`src/rtl/nn_layer_sequencer.sv`:
```
// Fully-connected layer sequencer: drains inputs into a register file, then runs
// a signed MAC per neuron and pushes ReLU/saturated results to the output FIFO.
module nn_layer_sequencer #(
    parameter int unsigned N_IN     = 4,
    parameter int unsigned N_OUT    = 4,
    parameter int unsigned DATA_W   = 8,
    parameter int unsigned ACC_W    = 24,
    parameter int unsigned SHIFT    = 0,
    parameter int unsigned W_ADDR_W = 8
) (
    input  logic                wb_clk_i,
    input  logic                wb_rst_ni,
    input  logic                start_i,
    input  logic                abort_i,
    output logic                busy_o,
    output logic                done_o,
    input  logic                in_empty_i,
    output logic                in_pop_o,
    input  logic [DATA_W-1:0]   in_data_i,
    output logic                w_rd_o,
    output logic [W_ADDR_W-1:0] w_addr_o,
    input  logic [DATA_W-1:0]   w_data_i,
    input  logic                out_full_i,
    output logic                out_push_o,
    output logic [DATA_W-1:0]   out_data_o
);

    localparam int unsigned K_W    = $clog2(N_IN + 1);
    localparam int unsigned J_W    = (N_OUT > 1) ? $clog2(N_OUT) : 1;
    localparam int unsigned PROD_W = 2 * DATA_W;
    localparam logic signed [ACC_W-1:0] OUT_MAX = ACC_W'({1'b0, {(DATA_W-1){1'b1}}});

    typedef enum logic [2:0] {
        S_IDLE,
        S_FILL,
        S_MAC,
        S_ACT,
        S_WRITE,
        S_DONE
    } state_t;

    state_t                    state_q, state_d;
    logic [K_W-1:0]            i_q, i_d;
    logic [K_W-1:0]            k_q, k_d;
    logic [J_W-1:0]            j_q, j_d;
    logic signed [ACC_W-1:0]   acc_q, acc_d;
    logic [DATA_W-1:0]         rf_q [N_IN];
    logic [DATA_W-1:0]         rf_d [N_IN];
    logic [DATA_W-1:0]         out_data_d;
    logic                      busy_d, done_d, w_rd_d;
    logic [W_ADDR_W-1:0]       w_addr_d;

    logic                      pop_c, push_c;
    logic signed [DATA_W-1:0]  x_sel;
    logic signed [PROD_W-1:0]  prod;
    logic signed [ACC_W-1:0]   act_sum, act_shr;

    // FIFO handshakes must react to empty/full in the same cycle; abort suppresses both
    assign pop_c      = (state_q == S_FILL)  && !in_empty_i && !abort_i;
    assign push_c     = (state_q == S_WRITE) && !out_full_i && !abort_i;
    assign in_pop_o   = pop_c;
    assign out_push_o = push_c;

    // Weight data arriving at step k belongs to input k-1
    always_comb begin
        x_sel = '0;
        for (int unsigned n = 0; n < N_IN; n++) begin
            if (k_q == K_W'(n + 1)) x_sel = $signed(rf_q[n]);
        end
    end

    assign prod    = PROD_W'(x_sel) * PROD_W'($signed(w_data_i));
    assign act_sum = acc_q + ACC_W'($signed(w_data_i));
    assign act_shr = act_sum >>> SHIFT;

    always_comb begin
        state_d    = state_q;
        i_d        = i_q;
        j_d        = j_q;
        k_d        = k_q;
        acc_d      = acc_q;
        rf_d       = rf_q;
        out_data_d = out_data_o;

        if (abort_i) begin
            state_d = S_IDLE;
            i_d     = '0;
            j_d     = '0;
            k_d     = '0;
            acc_d   = '0;
        end else begin
            case (state_q)
                S_IDLE: begin
                    if (start_i) begin
                        state_d = S_FILL;
                        i_d     = '0;
                    end
                end
                S_FILL: begin
                    if (pop_c) begin
                        for (int unsigned n = 0; n < N_IN; n++) begin
                            if (i_q == K_W'(n)) rf_d[n] = in_data_i;
                        end
                        if (i_q == K_W'(N_IN - 1)) begin
                            state_d = S_MAC;
                            j_d     = '0;
                            k_d     = '0;
                            acc_d   = '0;
                        end else begin
                            i_d = i_q + K_W'(1);
                        end
                    end
                end
                S_MAC: begin
                    if (k_q != '0) acc_d = acc_q + ACC_W'(prod);
                    if (k_q == K_W'(N_IN)) state_d = S_ACT;
                    else                   k_d = k_q + K_W'(1);
                end
                S_ACT: begin
                    if (act_shr[ACC_W-1])       out_data_d = '0;
                    else if (act_shr > OUT_MAX) out_data_d = {1'b0, {(DATA_W-1){1'b1}}};
                    else                        out_data_d = act_shr[DATA_W-1:0];
                    state_d = S_WRITE;
                end
                S_WRITE: begin
                    if (push_c) begin
                        if (j_q == J_W'(N_OUT - 1)) begin
                            state_d = S_DONE;
                        end else begin
                            state_d = S_MAC;
                            j_d     = j_q + J_W'(1);
                            k_d     = '0;
                            acc_d   = '0;
                        end
                    end
                end
                S_DONE:  state_d = S_IDLE;
                default: state_d = S_IDLE;
            endcase
        end

        busy_d   = (state_d != S_IDLE);
        done_d   = (state_d == S_DONE);
        w_rd_d   = (state_d == S_MAC);
        w_addr_d = w_rd_d ? W_ADDR_W'(32'(j_d) * (N_IN + 1) + 32'(k_d)) : '0;
    end

    always_ff @(posedge wb_clk_i or negedge wb_rst_ni) begin
        if (!wb_rst_ni) begin
            state_q    <= S_IDLE;
            i_q        <= '0;
            j_q        <= '0;
            k_q        <= '0;
            acc_q      <= '0;
            rf_q       <= '{default: '0};
            out_data_o <= '0;
            busy_o     <= 1'b0;
            done_o     <= 1'b0;
            w_rd_o     <= 1'b0;
            w_addr_o   <= '0;
        end else begin
            state_q    <= state_d;
            i_q        <= i_d;
            j_q        <= j_d;
            k_q        <= k_d;
            acc_q      <= acc_d;
            rf_q       <= rf_d;
            out_data_o <= out_data_d;
            busy_o     <= busy_d;
            done_o     <= done_d;
            w_rd_o     <= w_rd_d;
            w_addr_o   <= w_addr_d;
        end
    end

endmodule

```
`config.mk`:
```
export PLATFORM = sky130hd
export DESIGN_NAME = nn_layer_sequencer
export DESIGN_NICKNAME = d
export VERILOG_FILES = /design/src/rtl/nn_layer_sequencer.sv
export SDC_FILE = /design/constraint.sdc
export NUM_CORES = 1
export LEC_CHECK = 0
export BUFFER_PORTS_ARGS = -buffer_cell sky130_fd_sc_hd__buf_2
export CORE_MARGIN = 8
export CORE_UTILIZATION = 45
export CTS_CLUSTER_DIAMETER = 150
export CTS_CLUSTER_SIZE = 16
export DETAILED_ROUTE_END_ITERATION = 12
export GPL_TIMING_DRIVEN = 0
export PLACE_DENSITY = 0.65
export REMOVE_ABC_BUFFERS = 1
export SKIP_CTS_REPAIR_TIMING = 1
export SLEW_MARGIN = 5
export SYNTH_ARGS = -nofsm -noshare
export SYNTH_HDL_FRONTEND = slang
export SYNTH_SLANG_ARGS = --single-unit
```
`constraint.sdc`:
```
create_clock -name wb_clk_i -period 22.3 [get_ports wb_clk_i]
set_input_delay 4.46 -clock wb_clk_i [delete_from_list [all_inputs] [get_ports wb_clk_i]]
set_output_delay 4.46 -clock wb_clk_i [all_outputs]
set_load 0.03 [all_outputs]
```
# After elaboration in Yosys (flattened, before gate mapping)

Index checks and enable logic that the tools add are counted.

Magnitude comparators: 1
Multiply operators: 2
Add/subtract/negate cells: 6
Reduce and logical (&&, ||, !) cells: 20
Bitwise operators: 1
Equal/unequal tests: 21
Multiplexer cells: 40

Operator list:

| operator            | number |
|---|---|
| $mux 24             | 6 |
| $pmux 24 s3         | 1 |
| $mux 3              | 17 |
| $mux 8              | 6 |
| $add 24x16->24      | 1 |
| $add 24x8->24       | 1 |
| $gt 24x8->1 const B | 1 |
| $eq 3x2->1 const B  | 7 |
| $reduce_and 4->1    | 5 |
| $ne 3x3->1 const B  | 6 |
| $mul 8x8->16        | 1 |
| $pmux 3 s5          | 1 |
| $mux 2              | 5 |
| $eq 3x1->1 const B  | 3 |
| $eq 3x3->1 const B  | 3 |
| $pmux 3 s3          | 1 |
| $reduce_bool 3->1   | 3 |
| $add 3x1->3 const B | 2 |
| $add 5x3->6         | 1 |
| $logic_not 3->1     | 2 |
| $mux 6              | 1 |
| $pmux 3 s2          | 1 |
| $reduce_and 6->1    | 1 |
| $mul 2x3->5 const B | 1 |
| 9 further kinds     | 14 |

Register bits after elaboration: 84
Output and inout bits: 21
Bits of input ports: 22
Logic and storage cells: 105

# Longest topological paths before layout

Gate-level depths: netlist of run 1.

Depth in word-level cells: 10
Depth in mapped cells: 29
Gate-level depth less buffers: 28

# Least setup slack after synthesis of run 1

Ideal clock, no wire load.

Kind: input -> output
Start point: input abort_i
End point: output out_push_o
Data required time: 17.840 ns
Stages: 2
Arrival: 5.491 ns
Slack: 12.349 ns
Cells stage by stage: buf_6 > nor3_1

Cells in the longest elaborated chain, start to end: 2

RTL lines:

| item              | RTL line | text |
|---|---|---|
| from (decl)       | 14       | `input logic abort_i,` |
| $logic_not 1->1   | 60       | `assign push_c = (state_q == S_WRITE) && !out_full_i && !abort_i;` |
| $logic_and 1x1->1 | 60       |  |
| to (decl)         | 24       | `output logic out_push_o,` |

Every way passes these cells.

# Final worst setup path of run 1

Start point: input w_data_i[0]
End point: register acc_q[22]

Cells in the longest elaborated chain, start to end: 5

RTL lines:

| item                 | RTL line | text |
|---|---|---|
| from (decl)          | 22       | `input logic [DATA_W-1:0] w_data_i,` |
| $mul 8x8->16         | 72       | `assign prod = PROD_W'(x_sel) * PROD_W'($signed(w_data_i));` |
| $add 24x16->24       | 115      | `if (k_q != '0) acc_d = acc_q + ACC_W'(prod);` |
| $mux 24              | 115      |  |
| $pmux 24 s3          | 92       | `case (state_q)` |
| $mux 24              | 85       | `if (abort_i) begin` |
| to (signal assigned) | 154      | `acc_q <= '0;` |
| to (signal assigned) | 166      | `acc_q <= acc_d;` |
| to (decl)            | 46       | `logic signed [ACC_W-1:0] acc_q, acc_d;` |

Every way passes these cells. The select of a mux whose other input is x is not followed.
A chain may end at the register's enable or synchronous reset.

==> results.txt, run 1 <==
The final period utilization came out at 46.9%. In this run the worst setup path terminates at acc_q[22]. The delay of the slowest cell on the worst path is 0.93 ns. The category of the worst setup path capture point is a flip-flop. The maximum vdd ir drop came out at 0.0000331 V. The top cell types in the final layout, fill and taps aside, are inv_1, fa_1, ha_1.

Setup violations remaining at the end of the flow were counted as 0. The average cell area after synthesis came out at 9.86 um2. In this run the critical register-to-register path is launched from k_q[0]. The final max-slew violation count is 0. The first global-routing pass estimated 35.0 mm of wire.

The area after detailed placement came out at 9550 um2. The buffer levels on the longest clock path is 2. The worst register-to-register path ends at acc_q[22]. The final weighted congestion in routability-driven placement came out at 0.807.

Clock tree synthesis selected as its root buffer the cell clkbuf_16. The synthesized instance count came out at 924. TritonCTS built the clock tree.

The share of the Yosys chip area taken by registers is 22.8%. Max-cap violations in this run came to 0. In this design, the largest share of critical-path delay is due to adder cells.

In this design, the critical path's most frequently occurring cell is fa_1. The number of detailed-routing iterations run before antenna repair came out at 6. The power density over the cells is 37.4 nW/um2.

The initial core utilization is 45.5%. The measured slew at the worst slew-check pin is 1.36 ns. The normalized max-slew margin is 9.60%. The tightest min-delay check is of the flip-flop to flip-flop type. The critical path starts at w_data_i[0].

The insertion delay to the later sink of the worst-skew pair is 0.34 ns. The post-route cell area is 9850 um2. Clock-pin slew was measured on the worst setup and hold paths at 0.07 ns. After detailed routing, the number of vias per cell comes to 5.35. The static leakage is 4.99 nW. The signed area change from the synthesized netlist to the final layout came out at 8.14%. For this design, the sink count on the clock tree is 83. The critical path goes through buf_2 -> and2_1 -> inv_1 -> fa_1 -> inv_1 -> fa_1 -> fa_1 -> fa_1 -> fa_1 -> ha_1 -> o21a_1 -> o31a_1 -> o221ai_1 -> o31ai_1 -> nor4_1 -> o41a_1 -> o21ai_0 -> xor2_1 -> a22o_1. At the worst endpoint, the required time is 22.53 ns. The async set-reset flop share out of synthesis is 100%. The overflow left after global routing is 0. The I/O pin total came out at 43. The number of different library cells used by synthesis comes to 71.

The standard cell with the maximum stage delay on the critical path is and2_1. The aggregate global-route resource usage is 17.2%. The total number of yosys warnings came out at 0.

The initial antenna violation count was 0. The share of the core filled with cells in the final layout came out at 49.2%. In this run the number of cells on the critical path is 19. The routed via count is 6581.

The worst setup path is launched from a primary input. The number of buffer and inverter stages on the critical path came out at 3. Summed over all layers, the routed wires come to 19.4 mm. The core area is 20000 um2. The origin of the worst min-delay path is rf_q[0]. After legalization and detailed placement, the total HPWL measured 15.8 mm. The floorplan row count is 52.

The critical path data arrival time came out at 10.70 ns. The largest fanout on the critical path came out at 17. In this run the number of H-tree levels came out at 3. The number of buffers added on ports is 39. The die is 158 um tall. The die outline area is 25100 um2.

The width of the die is 158 um. The number of inserted diodes is 0. The remaining antenna violation count after routing is 0.

The via count of the first global-routing pass is 7014. Setup repair after global routing left no endpoint under its margin. The maximum achievable frequency came out at 95.5 MHz. The internal reg-to-reg setup slack came out at 13.87 ns. The number of flip-flops and latches in the synthesized netlist is 83. After layout, the minimum clock period comes to 10.47 ns.

The flow ran to the end, and the final reports show no timing, DRC or antenna violations. The number of nets in the layout is 1175. The number of enable-type register cells in the synthesized netlist came out at 0. The fraction of final layout cells with drive strength greater than 1 is 10.1%. The main flop type after synthesis is dfrtp_1. The number of DRC violations after detailed routing is 0. Entering global routing, the biggest net connects 52 pins. The total chip power is 0.000368 W. The clock skew after layout came out at 0.00444 ns. After the first detailed-routing iteration, the DRC count stood at 301. The TritonCTS buffer count came out at 9. The kind of critical path is primary input to flip-flop. The total negative slack for setup checks is 0 ns. The routed length per placed instance came out at 15.8 um. The synthesized area is 9110 um2.

The number of instances in the placed design is 1213. Leaving out fill and tap cells, the most frequent cell in the layout is inv_1. The finished layout holds 1229 standard cells, fillers aside. The count of cells along the worst register-to-register path came out at 24.

The final hold violation count is 0.
worst register-to-register path, stage by stage, from the launching register on:
cell	delay, ns
dfrtp_1	0.43
inv_1	0.09
ha_1	0.23
and2_1	0.32
nor2b_1	0.61
a22oi_1	0.14
o21ai_1	0.45
and2_1	0.99
inv_1	0.15
fa_1	0.52
inv_1	0.05
fa_1	0.51
fa_1	0.45
fa_1	0.59
fa_1	0.43
ha_1	0.35
o21a_1	0.13
o31a_1	0.18
o221ai_1	0.20
o31ai_1	0.42
nor4_1	0.11
o41a_1	0.47
o21ai_0	0.23
xor2_1	0.09
a22o_1	0.21
cells by family (layout without fill, tap and decap cells):
| kind of cell | Yosys count | after routing | share of synthesized area (%) |
|---|---|---|---|
| flip-flops | 83 | 83 | 22.8 |
| XOR/XNOR | 36 | 36 | 3.46 |
| AND/OR/NAND/NOR | 252 | 252 | 13.5 |
| adder cells (fa/ha/maj) | 199 | 199 | 36.1 |
| multiplexers | 28 | 28 | 3.42 |
| other | 1 | 3 | 0.0412 |
| buffers and inverters | 146 | 179 | 6.59 |
| AO/OA/AOI/OAI | 179 | 179 | 14.1 |
cells in the mapped netlist, types with 10 or more instances:
master	n	area [um2]
mux2_2	25	282
xor2_1	13	114
nor2b_1	28	175
ha_1	93	1160
nor3_1	14	70.1
xnor2_1	23	201
and2_1	20	125
nand2_1	91	342
nor2_1	44	165
a22o_1	12	105
fa_1	106	2120
nand2b_1	17	106
dfrtp_1	83	2080
clkbuf_1	13	48.8
a21o_1	10	75.1
a21oi_1	43	215
inv_1	121	454
o21ai_0	27	135
worst min-delay path by stage:
stage | end | slack, ns | cells past startpoint
3_3_place_gp | rf_q[5] | 0.46 | 2
3_5_place_dp | rf_q[0] | 0.46 | 2
6_report | rf_q[0] | 0.48 | 2
5_1_grt | rf_q[0] | 0.49 | 2
2_1_floorplan | rf_q[0] | 0.45 | 2
4_1_cts | rf_q[0] | 0.48 | 2
through the flow:
stage          hold slack, ns  setup WS, ns
2_1_floorplan           0.446         12.38
3_3_place_gp            0.464         11.49
3_5_place_dp            0.463         11.46
4_1_cts                 0.480         11.79
5_1_grt                 0.494         11.30
6_report                0.476         11.83
metal layers:
metal | vias to the layer above | routed length, um | GRT usage (%) | share of wire (%)
li1 | 3182 | - | - | -
met1 | 3285 | 9290 | 24.1 | 48
met3 | 21 | 658 | 2.71 | 3.4
met5 | - | 0 | 0 | 0
met2 | 93 | 9280 | 27.9 | 48
met4 | 0 | 202 | 3.14 | 1.0
registers in the layout (all words and copies together) (netlist names):
| name | cells |
|---|---|
| busy_o | 1 |
| w_rd_o | 1 |
| acc_q | 24 |
| rf_q | 32 |
| out_data_o | 8 |
| w_addr_o | 5 |
| i_q | 3 |
| k_q | 3 |
| done_o | 1 |
| state_q | 3 |
| j_q | 2 |
area by class of cell:
class	instances	area, um2
fillers	1932	10200
multi-input cells	697	6450
flip-flops and latches	83	2080
inverters	122	458
well taps	270	338
repair buffers	41	230
clock buffers	9	225
clock inverters	7	76.3
power breakdown:
part,total (W),internal (W),switching (W),leakage (nW)
combinational,0.0000513,0.0000212,0.0000301,3.72
sequential,0.000163,0.000158,0.00000447,1.13
clock,0.000154,0.0000876,0.0000664,0.142
total,0.000368,0.000267,0.000101,4.99
(Power assumes the default switching activity.)
==> run 2, diff against run 1 <==
--- a/config.mk
+++ b/config.mk
@@ -5,6 +5,7 @@
 export SDC_FILE = /design/constraint.sdc
 export NUM_CORES = 1
 export LEC_CHECK = 0
+export ABC_AREA = 1
 export BUFFER_PORTS_ARGS = -buffer_cell sky130_fd_sc_hd__buf_2
 export CORE_MARGIN = 8
 export CORE_UTILIZATION = 45
@@ -12,7 +13,7 @@
 export CTS_CLUSTER_SIZE = 16
 export DETAILED_ROUTE_END_ITERATION = 12
 export GPL_TIMING_DRIVEN = 0
-export PLACE_DENSITY = 0.65
+export PLACE_DENSITY = 0.68
 export REMOVE_ABC_BUFFERS = 1
 export SKIP_CTS_REPAIR_TIMING = 1
 export SLEW_MARGIN = 5
==> constraint.sdc (replaced) <==
create_clock -name wb_clk_i -period 8.45 [get_ports wb_clk_i]
set_input_delay 1.69 -clock wb_clk_i [delete_from_list [all_inputs] [get_ports wb_clk_i]]
set_output_delay 1.69 -clock wb_clk_i [all_outputs]
set_load 0.03 [all_outputs]
==> results.txt, run 2 <==
rf_q holds more flip-flops than any other register. The final standard cell count with taps included and fillers excluded is 1541 (+25%). Among all cell types in the netlist, the one instantiated most often is nand2_1. The largest fanout on the critical path is 9 (-8).

The overflow left after global routing came out at 0 (unchanged). The number of DRC violations after detailed routing came to 0 (unchanged). The number of buffer and inverter stages on the critical path is 5 (+2). The final max-slew violation count is 0 (unchanged). In this run the critical register-to-register path is launched from k_q[0]. The synthesized area came to 9550 um2 (+4.9%). The total number of yosys warnings is 0 (unchanged). The area used by sequential logic in the layout is 2080 um2 (unchanged). The via count normalized by instance count is 4.95 (-7.6%). The worst slack at placement came out at 1.39 ns (-10.06 ns). The initial core utilization came out at 45.6% (+0.13 points). The number of detailed-routing iterations run before antenna repair came to 5 (-1).

The buffer levels on the longest clock path is 2 (unchanged). Compared with the post-synthesis result, the final layout area differs by 8.63%. The biggest area consumer among synthesized cells is fa_1. The number of instances in the placed design was 1525 (+26%). The maximum number of pins on one net before global-route repair came out at 50 (-3.8%). The depth of the CTS H-tree came out at 3 (unchanged).

In the layout the commonest cells are nand2_1, inv_1, fa_1. The insertion delay to the later sink of the worst-skew pair came out at 0.35 ns (about the same). The met3 usage in global routing came to 2.40% (-0.31 points). The category of the worst setup path capture point is a flip-flop.

The sort of element at the start of the critical path is a flip-flop. The fraction of final layout cells with drive strength greater than 1 is 8.77% (-1.3 points). The final weighted congestion in routability-driven placement is 0.897 (+11%). The number of violations of the max-capacitance limit came out at 0 (unchanged). The async set-reset flop share out of synthesis came to 100% (unchanged). The critical path data arrival time is 7.30 ns (-3.40 ns).

The final hold violation count came out at 0 (unchanged). Setup repair after global routing left no endpoint under its margin. Tracing the worst setup path back leads to its startpoint at k_q[0]. The global-route track usage on met2 is 29.0% (+1.1 points). The number of buffers added on ports was 39 (unchanged).

The global routing stage identified its most utilized layer as met2. After synthesis, the most frequently instantiated cells are nand2_1, inv_1, fa_1, ha_1, nor2_1. The average cell area after synthesis was 7.83 um2 (-21%).

The count of different cell masters after synthesis is 46 (-35%). The delay of the slowest cell on the worst path was 0.57 ns (-0.36 ns). The static leakage is 5.76 nW (+15%). The cell repeated most along the worst path is fa_1.

The final worst setup slack came out at 1.38 ns (-10.45 ns). The number of stages on the worst hold path is 2 (unchanged). The cell at the root of the clock tree is clkbuf_16. The path class of the tightest hold or removal check is flip-flop to flip-flop.

The sequential area share after synthesis came out at 21.7% (-1.1 points). The total negative slack for setup checks came out at 0 ns (unchanged). The startpoint identified for the worst hold timing path is out_data_o[2]. The count of cells along the worst register-to-register path is 27 (+13%).

The measured slew at the worst slew-check pin is 0.885 ns (-0.471 ns). The remaining antenna violation count after routing came out at 0 (unchanged). The main flop type after synthesis is dfrtp_1. The routed via count is 7624 (+16%). The cell family with the largest share of critical-path delay is adder cells.

The sum of net half-perimeters after detailed placement came out at 18.1 mm (+15%). The aggregate global-route resource usage came out at 17.4% (+0.15 points). The number of enable-type register cells in the synthesized netlist came to 0 (unchanged). The chip height is 162 um (+2.2%). The total stage count of the critical path is 27 (+8).

The final period utilization came out at 83.7%. The data required time at the worst endpoint is 8.68 ns (-13.85 ns). After synthesis, the cell types taking the most area are fa_1, dfrtp_1, ha_1. The layout filler cell count is 2119 (+9.7%). The floorplan row count came out at 53 (+1.9%). The wire length of the first global-routing pass came out at 37.5 mm (+7.3%).

The via count of the first global-routing pass came out at 7762 (+11%). The hold slack was 0.473 ns (-0.00354 ns). The number of inserted diodes is 0 (unchanged). The maximum vdd ir drop is 0.000114 V (+240%). The number of flip-flops and latches in the synthesized netlist is 83 (unchanged). The area share of the largest cell type after synthesis came to 22.2% (-1.1 points).

The largest registers in the layout are rf_q: 32 flops, acc_q: 24 flops, out_data_o: 8 flops. The routed length per placed instance is 13.9 um (-12%). The initial antenna violation count is 0 (unchanged). The total area of multi-input combinational cells came out at 6490 um2 (+0.68%). The smallest clock period supported by the final layout is computed as 7.07 ns.

The library cell used most frequently in the layout, excluding fill and tap cells, is nand2_1. The TritonCTS buffer count is 9 (unchanged). The maximum achievable frequency is 141 MHz. The die outline area came out at 26100 um2 (+4.4%). By startpoint and endpoint, the worst setup path is classified as flip-flop to flip-flop. The met1 track utilization from global routing is 23.0% (-1.1 points).

The final wirelength came to 21.5 mm (+11%). The violation count after the first detailed-routing iteration is 448 (+49%). The final setup violation count came out at 0 (unchanged).

The number of nets in the layout came out at 1482 (+26%). The normalized max-slew margin came to 40.4% (+31 points). The number of flip-flops under the largest register name is 32 (unchanged). The slowest stage of the critical path is the fa_1 cell. The synthesized instance count is 1220 (+32%).

The CTS clock-pin slew for the worst setup and hold paths came out at 0.07 ns (about the same). The flow ran to the end, and the final reports show no timing, DRC or antenna violations. The clock sink total is 83 (unchanged). The clock skew after layout came to 0.00938 ns (+0.00494 ns). The core area came out at 21000 um2 (+4.6%). The width of the die is 162 um (+2.2%). The power density over the cells came out at 91.8 nW/um2 (+150%). The I/O pin total came out at 43 (unchanged). TritonCTS built the clock tree.
## run 2: changes by cell type after synthesis, sizes merged, moves of 19 or more
cell | before | now
nor2b | 28 | 0
o21ai | 32 | 81
and2 | 21 | 2
inv | 121 | 245
nand2 | 91 | 306
nand3 | 8 | 54
nor2 | 44 | 100
mux2 | 25 | 0
## run 2: worst paths after layout
| kind | end | slack [ns] |
|---|---|---|
| hold reg to reg | out_data_o[2] | 0.47 |
| max in group asynchronous | acc_q[12] | 6.54 |
| setup / recovery | acc_q[20] | 1.38 |
| min in group asynchronous | i_q[0] | 1.30 |
| hold / removal | out_data_o[2] | 0.47 |
| setup reg to reg | acc_q[20] | 1.38 |
## run 2: cell type report
class / count / share of cell area (%)
Clock buffer: 9 / 2.17
Clock inverter: 7 / 0.591
Timing Repair Buffer: 42 / 2.46
Inverter: 246 / 8.90
Sequential cell: 83 / 20.0
Multi-Input combinational cell: 879 / 62.6
Tap cell: 275 / 3.32
## run 2: per-layer routing
layer	part of all wire, %	vias up	wire length [um]
met5	0	-	0
met4	1.8	0	378
met3	3.5	25	761
met2	46	152	9930
met1	48	3549	10400
li1	-	3898	-
## run 2: worst register-to-register path, cell delays in order, from the launching register on
cell and delay [ns]:
dfrtp_1 0.42, inv_1 0.14, ha_1 0.19, inv_2 0.09, nor2_1 0.41, nand2_1 0.11, nand3_1 0.12, o211ai_1 0.10
o21ai_1 0.28, inv_1 0.21, nor2_2 0.45, inv_1 0.11, fa_1 0.49, inv_1 0.05, fa_1 0.51, fa_1 0.44
fa_1 0.57, fa_1 0.42, ha_1 0.36, a21oi_1 0.10, nand2_1 0.11, a21oi_1 0.12, o21ai_0 0.50, a21oi_1 0.17
o21ai_0 0.25, a21oi_1 0.09, o21ai_1 0.10, nand2_1 0.06
## run 2: power by group
group | switching, W | internal [W] | leakage (nW)
clock | 0.000178 | 0.000205 | 0.140
combinational | 0.0000931 | 0.0000463 | 4.48
sequential | 0.0000118 | 0.000419 | 1.14
total | 0.000283 | 0.000670 | 5.76
## run 2: logic make-up after synthesis
family / Yosys count / share of synthesized area [%]
simple gates: 495 / 21.9
buf+inv: 260 / 10.4
fa+ha+maj: 199 / 34.4
compound gates: 161 / 9.48
flops: 83 / 21.7
xor+xnor: 21 / 2.00
other cells: 1 / 0.0393
## run 2: metrics by stage
| step | util (%) | power [W] | area [um2] |
|---|---|---|---|
| floorplan | - | 0.000529 | 9490 |
| global placement | 47.8 | 0.000573 | 10000 |
| detailed placement | 48.2 | 0.000579 | 10100 |
| CTS | 49.5 | 0.000961 | 10400 |
| global route | 49.5 | 0.000999 | 10400 |
| finish | 49.5 | 0.000953 | 10400 |
